<file path="config.mk">
export PLATFORM = sky130hd
export DESIGN_NAME = sc_collision_lives
export DESIGN_NICKNAME = d
export VERILOG_FILES = /design/src/rtl/sc_collision_pkg.sv /design/src/rtl/sc_collision_overlap.sv /design/src/rtl/sc_collision_lives.sv
export SDC_FILE = /design/constraint.sdc
export NUM_CORES = 1
export LEC_CHECK = 0
export ABC_AREA = 1
export ABC_CLOCK_PERIOD_IN_PS = 1890
export CELL_PAD_IN_SITES_DETAIL_PLACEMENT = 1
export CELL_PAD_IN_SITES_GLOBAL_PLACEMENT = 2
export CORE_ASPECT_RATIO = 0.9
export CORE_UTILIZATION = 21
export CTS_CLUSTER_SIZE = 20
export DETAILED_ROUTE_END_ITERATION = 7
export GPL_ROUTABILITY_DRIVEN = 0
export PLACE_DENSITY = 0.81
export SKIP_CTS_REPAIR_TIMING = 1
export SLEW_MARGIN = 40
export SYNTH_ARGS = -nofsm -noshare
export SYNTH_HDL_FRONTEND = slang
export SYNTH_SLANG_ARGS = --single-unit
</file>
<file path="constraint.sdc">
create_clock -name SC_COLLISION_CLOCK_50 -period 1.89 [get_ports SC_COLLISION_CLOCK_50]
set_input_delay 0.378 -clock SC_COLLISION_CLOCK_50 [delete_from_list [all_inputs] [get_ports SC_COLLISION_CLOCK_50]]
set_output_delay 0.378 -clock SC_COLLISION_CLOCK_50 [all_outputs]
set_load 0.1 [all_outputs]
</file>
<file path="src/rtl/sc_collision_pkg.sv">
// -----------------------------------------------------------------------------
// sc_collision_pkg
// Purpose : Shared game-rule constants for the collision/lives stage and the
//           lane registers that consume its ESTADO/NVL outputs.
// Contents: ESTADO state codes, the matching state enum, frog row constants
//           and a row-classification helper.
// -----------------------------------------------------------------------------
package sc_collision_pkg;

   localparam int ESTADO_W = 3;

   // State codes as seen on the ESTADO bus
   localparam logic [ESTADO_W-1:0] ST_IDLE     = 3'd0;
   localparam logic [ESTADO_W-1:0] ST_PLAY     = 3'd1;
   localparam logic [ESTADO_W-1:0] ST_RESPAWN  = 3'd2;
   localparam logic [ESTADO_W-1:0] ST_GAMEOVER = 3'd3;

   typedef enum logic [ESTADO_W-1:0] {
      S_IDLE     = ST_IDLE,
      S_PLAY     = ST_PLAY,
      S_RESPAWN  = ST_RESPAWN,
      S_GAMEOVER = ST_GAMEOVER
   } state_t;

   // Frog row encoding
   localparam logic [2:0] ROW_START      = 3'd0;
   localparam logic [2:0] ROW_LANE_FIRST = 3'd1;
   localparam logic [2:0] ROW_GOAL       = 3'd5;

   // True when the row sits over one of the four vehicle lanes
   function automatic logic is_lane_row(input logic [2:0] row);
      return (row >= ROW_LANE_FIRST) && (row < ROW_GOAL);
   endfunction

endpackage

</file>
<file path="src/rtl/sc_collision_overlap.sv">
// -----------------------------------------------------------------------------
// sc_collision_overlap
// Purpose : Combinational frog/vehicle overlap detect. Selects the lane bus
//           under the frog's row and picks the bit at the frog's column.
// Ports   : i_lane0..i_lane3 - lane occupancy for rows 1..4 (bit c = column c)
//           i_row, i_col     - frog position
//           o_overlap        - 1 when the frog shares a cell with a vehicle
// -----------------------------------------------------------------------------
module sc_collision_overlap
   import sc_collision_pkg::*;
#(
   parameter int DATAWIDTH_BUS = 8
) (
   input  logic [DATAWIDTH_BUS-1:0] i_lane0,
   input  logic [DATAWIDTH_BUS-1:0] i_lane1,
   input  logic [DATAWIDTH_BUS-1:0] i_lane2,
   input  logic [DATAWIDTH_BUS-1:0] i_lane3,
   input  logic [2:0]               i_row,
   input  logic [2:0]               i_col,
   output logic                     o_overlap
);

   logic [DATAWIDTH_BUS-1:0] w_lane;

   // Lane select by row; start, goal and safe rows see an empty lane
   always_comb begin
      w_lane = '0;
      case (i_row)
         ROW_LANE_FIRST:         w_lane = i_lane0;
         ROW_LANE_FIRST + 3'd1:  w_lane = i_lane1;
         ROW_LANE_FIRST + 3'd2:  w_lane = i_lane2;
         ROW_LANE_FIRST + 3'd3:  w_lane = i_lane3;
         default:                w_lane = '0;
      endcase
      if (is_lane_row(i_row)) begin
         o_overlap = w_lane[i_col];
      end else begin
         o_overlap = 1'b0;
      end
   end

endmodule

</file>
<file path="src/rtl/sc_collision_lives.sv">
// -----------------------------------------------------------------------------
// sc_collision_lives
// Purpose : Game-rule stage behind the lane registers. Debounces frog/vehicle
//           overlap into hits, detects goal arrival, tracks lives and level,
//           and runs the IDLE/PLAY/RESPAWN/GAMEOVER game FSM.
// Ports   : SC_COLLISION_CLOCK_50      - 50 MHz game clock
//           SC_COLLISION_RESET         - synchronous active-high reset
//           SC_COLLISION_START_IN      - start/restart (IDLE, GAMEOVER only)
//           SC_COLLISION_LANE0..3_IN   - lane occupancy, rows 1..4
//           SC_COLLISION_FROG_ROW/COL  - frog position
//           SC_COLLISION_HIT_OUT       - one-cycle hit pulse
//           SC_COLLISION_GOAL_OUT      - one-cycle goal pulse
//           SC_COLLISION_RESPAWN_OUT   - high for the whole respawn window
//           SC_COLLISION_LIVES_OUT     - remaining lives
//           SC_COLLISION_NVL_OUT       - level (to lane registers)
//           SC_COLLISION_ESTADO_OUT    - state code (to lane registers)
// All outputs are registered.
// -----------------------------------------------------------------------------
module sc_collision_lives
   import sc_collision_pkg::*;
#(
   parameter int DATAWIDTH_BUS    = 8,
   parameter int DATAWIDTH_NIVEL  = 2,
   parameter int DATAWIDTH_ESTADO = 3,
   parameter int DATAWIDTH_LIVES  = 2,
   parameter int LIVES_INIT       = 3,
   parameter int HIT_HOLD         = 2,
   parameter int RESPAWN_CYCLES   = 16
) (
   input  logic                        SC_COLLISION_CLOCK_50,
   input  logic                        SC_COLLISION_RESET,
   input  logic                        SC_COLLISION_START_IN,
   input  logic [DATAWIDTH_BUS-1:0]    SC_COLLISION_LANE0_IN,
   input  logic [DATAWIDTH_BUS-1:0]    SC_COLLISION_LANE1_IN,
   input  logic [DATAWIDTH_BUS-1:0]    SC_COLLISION_LANE2_IN,
   input  logic [DATAWIDTH_BUS-1:0]    SC_COLLISION_LANE3_IN,
   input  logic [2:0]                  SC_COLLISION_FROG_ROW_IN,
   input  logic [2:0]                  SC_COLLISION_FROG_COL_IN,
   output logic                        SC_COLLISION_HIT_OUT,
   output logic                        SC_COLLISION_GOAL_OUT,
   output logic                        SC_COLLISION_RESPAWN_OUT,
   output logic [DATAWIDTH_LIVES-1:0]  SC_COLLISION_LIVES_OUT,
   output logic [DATAWIDTH_NIVEL-1:0]  SC_COLLISION_NVL_OUT,
   output logic [DATAWIDTH_ESTADO-1:0] SC_COLLISION_ESTADO_OUT
);

   localparam int HOLD_W = $clog2(HIT_HOLD + 1);
   localparam int RESP_W = $clog2(RESPAWN_CYCLES + 1);

   localparam logic [HOLD_W-1:0]          HOLD_ONE   = HOLD_W'(1);
   localparam logic [HOLD_W-1:0]          HOLD_LAST  = HOLD_W'(HIT_HOLD - 1);
   localparam logic [RESP_W-1:0]          RESP_ONE   = RESP_W'(1);
   localparam logic [RESP_W-1:0]          RESP_LAST  = RESP_W'(RESPAWN_CYCLES - 1);
   localparam logic [DATAWIDTH_LIVES-1:0] LIVES_ONE  = DATAWIDTH_LIVES'(1);
   localparam logic [DATAWIDTH_LIVES-1:0] LIVES_LOAD = DATAWIDTH_LIVES'(LIVES_INIT);
   localparam logic [DATAWIDTH_NIVEL-1:0] NVL_ONE    = DATAWIDTH_NIVEL'(1);
   localparam logic [DATAWIDTH_NIVEL-1:0] NVL_MAX    = {DATAWIDTH_NIVEL{1'b1}};

   state_t                       r_state;
   logic [HOLD_W-1:0]            r_hold;
   logic [RESP_W-1:0]            r_resp;
   logic                         r_hit;
   logic                         r_goal;
   logic                         r_respawn;
   logic [DATAWIDTH_LIVES-1:0]   r_lives;
   logic [DATAWIDTH_NIVEL-1:0]   r_nvl;

   logic                         w_overlap;
   logic                         w_hold_done;
   logic                         w_resp_done;
   logic                         w_last_life;

   sc_collision_overlap #(
      .DATAWIDTH_BUS (DATAWIDTH_BUS)
   ) u_overlap (
      .i_lane0   (SC_COLLISION_LANE0_IN),
      .i_lane1   (SC_COLLISION_LANE1_IN),
      .i_lane2   (SC_COLLISION_LANE2_IN),
      .i_lane3   (SC_COLLISION_LANE3_IN),
      .i_row     (SC_COLLISION_FROG_ROW_IN),
      .i_col     (SC_COLLISION_FROG_COL_IN),
      .o_overlap (w_overlap)
   );

   assign w_hold_done = (r_hold == HOLD_LAST);
   assign w_resp_done = (r_resp == RESP_LAST);
   // Treat 0 like 1 so a hit can never wrap the lives counter
   assign w_last_life = (r_lives <= LIVES_ONE);

   // Game FSM, debounce/respawn counters and all registered outputs
   always_ff @(posedge SC_COLLISION_CLOCK_50) begin
      if (SC_COLLISION_RESET) begin
         r_state   <= S_IDLE;
         r_hold    <= '0;
         r_resp    <= '0;
         r_hit     <= 1'b0;
         r_goal    <= 1'b0;
         r_respawn <= 1'b0;
         r_lives   <= '0;
         r_nvl     <= '0;
      end else begin
         r_hit  <= 1'b0;
         r_goal <= 1'b0;
         case (r_state)
            S_IDLE, S_GAMEOVER: begin
               if (SC_COLLISION_START_IN) begin
                  r_state <= S_PLAY;
                  r_lives <= LIVES_LOAD;
                  r_nvl   <= '0;
                  r_hold  <= '0;
               end
            end
            S_PLAY: begin
               if (w_overlap) begin
                  if (w_hold_done) begin
                     r_hit  <= 1'b1;
                     r_hold <= '0;
                     r_resp <= '0;
                     if (w_last_life) begin
                        r_lives <= '0;
                        r_state <= S_GAMEOVER;
                     end else begin
                        r_lives   <= r_lives - LIVES_ONE;
                        r_state   <= S_RESPAWN;
                        r_respawn <= 1'b1;
                     end
                  end else begin
                     r_hold <= r_hold + HOLD_ONE;
                  end
               end else begin
                  r_hold <= '0;
                  // Goal row can never overlap, so hit and goal never coincide
                  if (SC_COLLISION_FROG_ROW_IN == ROW_GOAL) begin
                     r_goal    <= 1'b1;
                     r_nvl     <= (r_nvl == NVL_MAX) ? r_nvl : r_nvl + NVL_ONE;
                     r_resp    <= '0;
                     r_state   <= S_RESPAWN;
                     r_respawn <= 1'b1;
                  end
               end
            end
            S_RESPAWN: begin
               if (w_resp_done) begin
                  r_state   <= S_PLAY;
                  r_respawn <= 1'b0;
                  r_resp    <= '0;
                  r_hold    <= '0;
               end else begin
                  r_resp <= r_resp + RESP_ONE;
               end
            end
            default: begin
               r_state   <= S_IDLE;
               r_respawn <= 1'b0;
               r_hold    <= '0;
               r_resp    <= '0;
            end
         endcase
      end
   end

   assign SC_COLLISION_HIT_OUT     = r_hit;
   assign SC_COLLISION_GOAL_OUT    = r_goal;
   assign SC_COLLISION_RESPAWN_OUT = r_respawn;
   assign SC_COLLISION_LIVES_OUT   = r_lives;
   assign SC_COLLISION_NVL_OUT     = r_nvl;
   assign SC_COLLISION_ESTADO_OUT  = DATAWIDTH_ESTADO'(r_state);

endmodule

</file>
==> out/results.tsv, run 1 <==
metric	value	unit
status	completed	
hold_depth	2	
syn_avg_cell_area	5.87	µm²
ir_drop	0.767	mV
clk_pin_slew	0.06	ns
hold_viol	0	
grt_antenna_before_repair	0	
crit_fanout	5	
synth_mux_area_share	0	%
fin_skew	0.00113	ns
holdPathEnd	r_hold[1]	
yosysSeqAreaShare	24.4	%
nets	332	
syn2layout_area_growth	72.3	%
coreArea	5860	µm²
port_buffers	49	
min_period_over_period	98.3	%
min_from	r_hold[1]	
power_density	1030	nW/µm²
start_util	22.5	%
dieArea	6580	µm²
cp_num_buf_inv	1	
drc	0	
first_global_vias	1601	
synthAdderAreaFrac	3.81	%
crit_path_top_delay_cell	clkdlybuf4s50_1	
cts.path.max_buffers	2	
fmax	538	MHz
p_leak	1.02	nW
synth_top_family_by_area	simple AND/OR/NAND/NOR gates	
power	0.00232	W
place_ws	-0.652	ns
drive_above_1_share	28.4	%
ys_seq_elements	16	
viasPerCell	4.50	
fin_ws	0.0313	ns
diodes	0	
crit_path_frequent_cell	nand2_2	
dpl-instance-area	2020	µm²
place_inst	351	
drtIter0Drc	32	
hp-class	flip-flop to flip-flop	
arrival	2.00	ns
avgRoutedWirePerCell	13.2	µm
multi_input_area	997	µm²
reg2reg_to	r_hold[1]	
final_cell_mix	inv_1 (38), nand2_1 (38), clkdlybuf4s50_1 (36)	
root_buffer	clkbuf_8	
critPathTopFamily	simple AND/OR/NAND/NOR gates	
cts_buffers	3	
end_kind	flip-flop	
cts_tree	done	
finalWirelength	4.70	mm
maxCapViolCount	0	
die_h	77.1	µm
yosys.area_share.simple	46.5	%
setup_viol_count_final	0	
regArea	323	µm²
synthesis.nets	269	
synth_compound_area_share	8.28	%
num_vias	1599	
rows	26	
fill_cells	741	
insertion_delay	0.25	ns
grt_start_max_net_pins	10	
synth_xor_area_share	1.33	%
grt-ovfl-total	0	
postSynthCellCount	224	
cts.sinks	16	
synth.cell_area	1320	µm²
drtAntennaViolNets	0	
path_class	input port to flip-flop	
grt_pass1_wl	7.49	mm
worstPathRequired	2.04	ns
yosysWarnings	0	
yosysUniqueCellTypes	25	
finalNonFillerCells	355	
r2r-start	r_resp[0]	
ff2ff_setup_slack	0.18	ns
htree_levels	1	
max_stage_delay	0.46	ns
drt_first_pass_iters	4	
timing.critical_path.cells	clkdlybuf4s50_1, nand4_1, nand2_2, nor2_2, nand2_1, nand3_2, nand2_2, nand2_2, nand2_4, nor2_4, nor2_4, nand3_2, nand2_1, nor2_1	
reg2reg_depth	9	
min_period	1.86	ns
maxSlewViolCount	0	
design_area	2270	µm²
setup_tns	0	ns
die-width	85.4	µm
grt_usage	14.1	%
hpwl	3.63	mm
critical_path.startpoint_type	input port	
num_io_pins	51	
cells in the mapped netlist, drive strengths merged:
cell / number / share of area (%)
o22ai: 1 / 0.48
clkbuf: 1 / 0.29
o21ai: 6 / 2.3
ha: 4 / 3.8
xor2: 2 / 1.3
dfxtp: 16 / 24
a211oi: 1 / 0.57
conb: 1 / 0.29
buf: 6 / 3.1
nand2: 48 / 14
nand4: 11 / 5.2
nor3: 3 / 1.1
inv: 42 / 12
a21oi: 13 / 4.9
nor2: 38 / 12
nand3: 29 / 13
nand3b: 1 / 0.57
nor3b: 1 / 0.57
tightest hold or removal path, stage by stage, from the launching register on:
cell     delay (ns)
dfxtp_1        0.31
inv_1          0.05
nor2_1         0.03
routing by layer:
layer  GRT usage, %  part of all wire (%)  vias to the layer above
li1               -                     -                      834
met5              0                     0                        -
met4           2.00                   1.2                        0
met1           20.0                    49                      735
met2           22.7                    47                       24
met3           2.58                   2.7                        6
worst max-delay path by stage:
| stage | start | endpoint | slack, ns | cells past startpoint |
|---|---|---|---|---|
| global route | SC_COLLISION_LANE0_IN[0] | r_resp[4] | -0.05 | 14 |
| global placement | SC_COLLISION_FROG_ROW_IN[1] | SC_COLLISION_RESPAWN_OUT | -0.60 | 15 |
| detailed placement | SC_COLLISION_FROG_ROW_IN[1] | r_resp[0] | -0.65 | 13 |
| CTS | SC_COLLISION_FROG_ROW_IN[1] | r_resp[0] | -0.38 | 13 |
| finish | SC_COLLISION_LANE0_IN[0] | SC_COLLISION_RESPAWN_OUT | 0.03 | 14 |
| floorplan | SC_COLLISION_ESTADO_OUT[0] | SC_COLLISION_ESTADO_OUT[0] | 0.06 | 8 |
kinds of logic after synthesis:
kind of cell               count (synthesis)
and+or+nand+nor                          131
adders and majority gates                  4
xor gates and xnor gates                   2
DFF                                       16
AOI/OAI and AO/OA                         21
buffers and inverters                     49
other                                      1
power by group:
part	total, W	switching (W)	internal, W
logic	0.00157	0.000983	0.000591
registers	0.000492	0.0000814	0.000411
clock network	0.000257	0.000116	0.000141
total	0.00232	0.00118	0.00114
area by class of cell:
type	count	share of cell area, %
flip-flops and latches	16	14.2
well taps	70	3.87
clock buffers	3	1.82
multi-input cells	159	44.0
repair buffers	65	29.0
inverters	42	7.07
registers in the layout, summed over array words and instances, names as in the netlist:
name,count
SC_COLLISION_GOAL_OUT,1
SC_COLLISION_LIVES_OUT,2
SC_COLLISION_NVL_OUT,2
SC_COLLISION_HIT_OUT,1
r_resp,5
SC_COLLISION_RESPAWN_OUT,1
SC_COLLISION_ESTADO_OUT,2
r_hold,2
through the flow:
stage / hold slack [ns] / util (%)
final: 0.436 / 38.7
after floorplan: 0.409 / -
after CTS: 0.439 / 35.1
after global placement: 0.419 / 34.4
after global routing: 0.476 / 38.7
after detailed placement: 0.429 / 34.4
Power figures use the tool's default switching activity.
==> run 2, diff against run 1 <==
--- a/config.mk
+++ b/config.mk
@@ -14,6 +14,7 @@
 export CTS_CLUSTER_SIZE = 20
 export DETAILED_ROUTE_END_ITERATION = 7
 export GPL_ROUTABILITY_DRIVEN = 0
+export GPL_TIMING_DRIVEN = 0
 export PLACE_DENSITY = 0.81
 export SKIP_CTS_REPAIR_TIMING = 1
 export SLEW_MARGIN = 40
==> out/results.tsv, run 2 (same netlist as run 1, synthesis figures left out) <==
metric	value	unit
start_util	22.5	%
num_vias	1537	
design_area	1930	µm²
utilization	33.0	%
setup_viol_count_final	0	
maxCapViolCount	0	
die-width	85.4	µm
clk_pin_slew	0.07	ns
largest_reg_flops	5	
status	completed	
die_h	77.1	µm
root_buffer	clkbuf_8	
r2r-start	SC_COLLISION_ESTADO_OUT[1]	
grt_start_max_net_pins	11	
startpoint	SC_COLLISION_LANE0_IN[5]	
viasPerCell	4.47	
grt-ovfl-total	0	
drive_above_1_share	15.7	%
arrival	1.91	ns
worstPathRequired	2.04	ns
hp-class	flip-flop to flip-flop	
drtIter0Drc	45	
rsz0062_at_grt	yes	
coreArea	5860	µm²
grt_usage	13.0	%
rows	26	
dpl-instance-area	1820	µm²
max_stage_delay	0.46	ns
fin_skew	0.00713	ns
dieArea	6580	µm²
grt_pass1_wl	6.89	mm
fin_ws	0.131	ns
p_leak	0.920	nW
layout_commonest_cell	nand2_1	
avgRoutedWirePerCell	11.9	µm
maxSlewViolCount	0	
diodes	0	
crit_fanout	6	
num_io_pins	51	
crit_path_frequent_cell	nand3_2	
end_kind	flip-flop	
critical_path.startpoint_type	input port	
drc	0	
power	0.00196	W
cts_buffers	3	
port_buffers	46	
timing.critical_path.cells	clkdlybuf4s50_1, nand4_1, nand2_1, inv_1, nand3_1, nand3_2, nand3_2, nand2_1, nand2_2, nand3_2, o21ai_0, nor2_1	
min_period_over_period	93.1	%
first_global_vias	1476	
drtAntennaViolNets	0	
nets	321	
finalWirelength	4.09	mm
min_from	r_hold[1]	
cts.path.max_buffers	2	
syn2layout_area_growth	47.0	%
place_ws	-0.647	ns
path_class	input port to flip-flop	
insertion_delay	0.25	ns
cts.sinks	16	
cts_tree	done	
crit_path_top_delay_cell	clkdlybuf4s50_1	
hold_viol	0	
power_density	1010	nW/µm²
fmax	568	MHz
htree_levels	1	
drt_first_pass_iters	4	
grt_antenna_before_repair	0	
hpwl	3.38	mm
top_register	r_resp	
min_period	1.76	ns
final_cell_mix	nand2_1 (46), inv_1 (39), clkdlybuf4s50_1 (35)	
ir_drop	0.636	mV
## run 2: area by class of cell
class	instances	area [µm²]
Fill cell	780	3920
Multi-Input combinational cell	159	841
Timing Repair Buffer	47	420
Sequential cell	16	323
Inverter	42	164
Tap cell	70	87.6
Buffer	7	56.3
Clock buffer	3	41.3
## run 2: report_power, final
group          total, W  internal [W]  switching (W)  leakage (nW)
Sequential     0.000471      0.000411      0.0000600         0.131
Clock          0.000259      0.000141       0.000118        0.0216
Combinational   0.00123      0.000351       0.000878         0.767
Total           0.00196      0.000903        0.00106         0.920
## run 2: metrics by stage
step / hold WS (ns) / instances / TNS (ns)
floorplan: 0.409 / 224 / 0
global placement: 0.420 / 340 / -7.84
detailed placement: 0.424 / 340 / -7.98
CTS: 0.435 / 343 / -4.27
global route: 0.461 / 344 / -0.0536
finish: 0.426 / 344 / 0
## run 2: critical path: cells and delay by family
family                 cells  cell delay [ns]
AO/OA/AOI/OAI              1             0.19
buffers and inverters      2             0.50
AND/OR/NAND/NOR            9             0.84
## run 2: path summary, 6_finish.rpt
check | end | slack (ns) | cells after the start
worst max register to register | r_resp[0] | 0.19 | 9
worst max-delay path | r_resp[1] | 0.13 | 12
worst min register to register | r_hold[1] | 0.43 | 2
worst min-delay path | r_hold[1] | 0.43 | 2
## run 2: layer usage
layer / GRT usage, % / vias up / part of all wire, %
met4: 2.00 / 0 / 0.29
li1: - / 812 / -
met3: 2.69 / 2 / 2.4
met5: 0 / - / 0
met1: 18.2 / 700 / 52
met2: 20.7 / 23 / 45
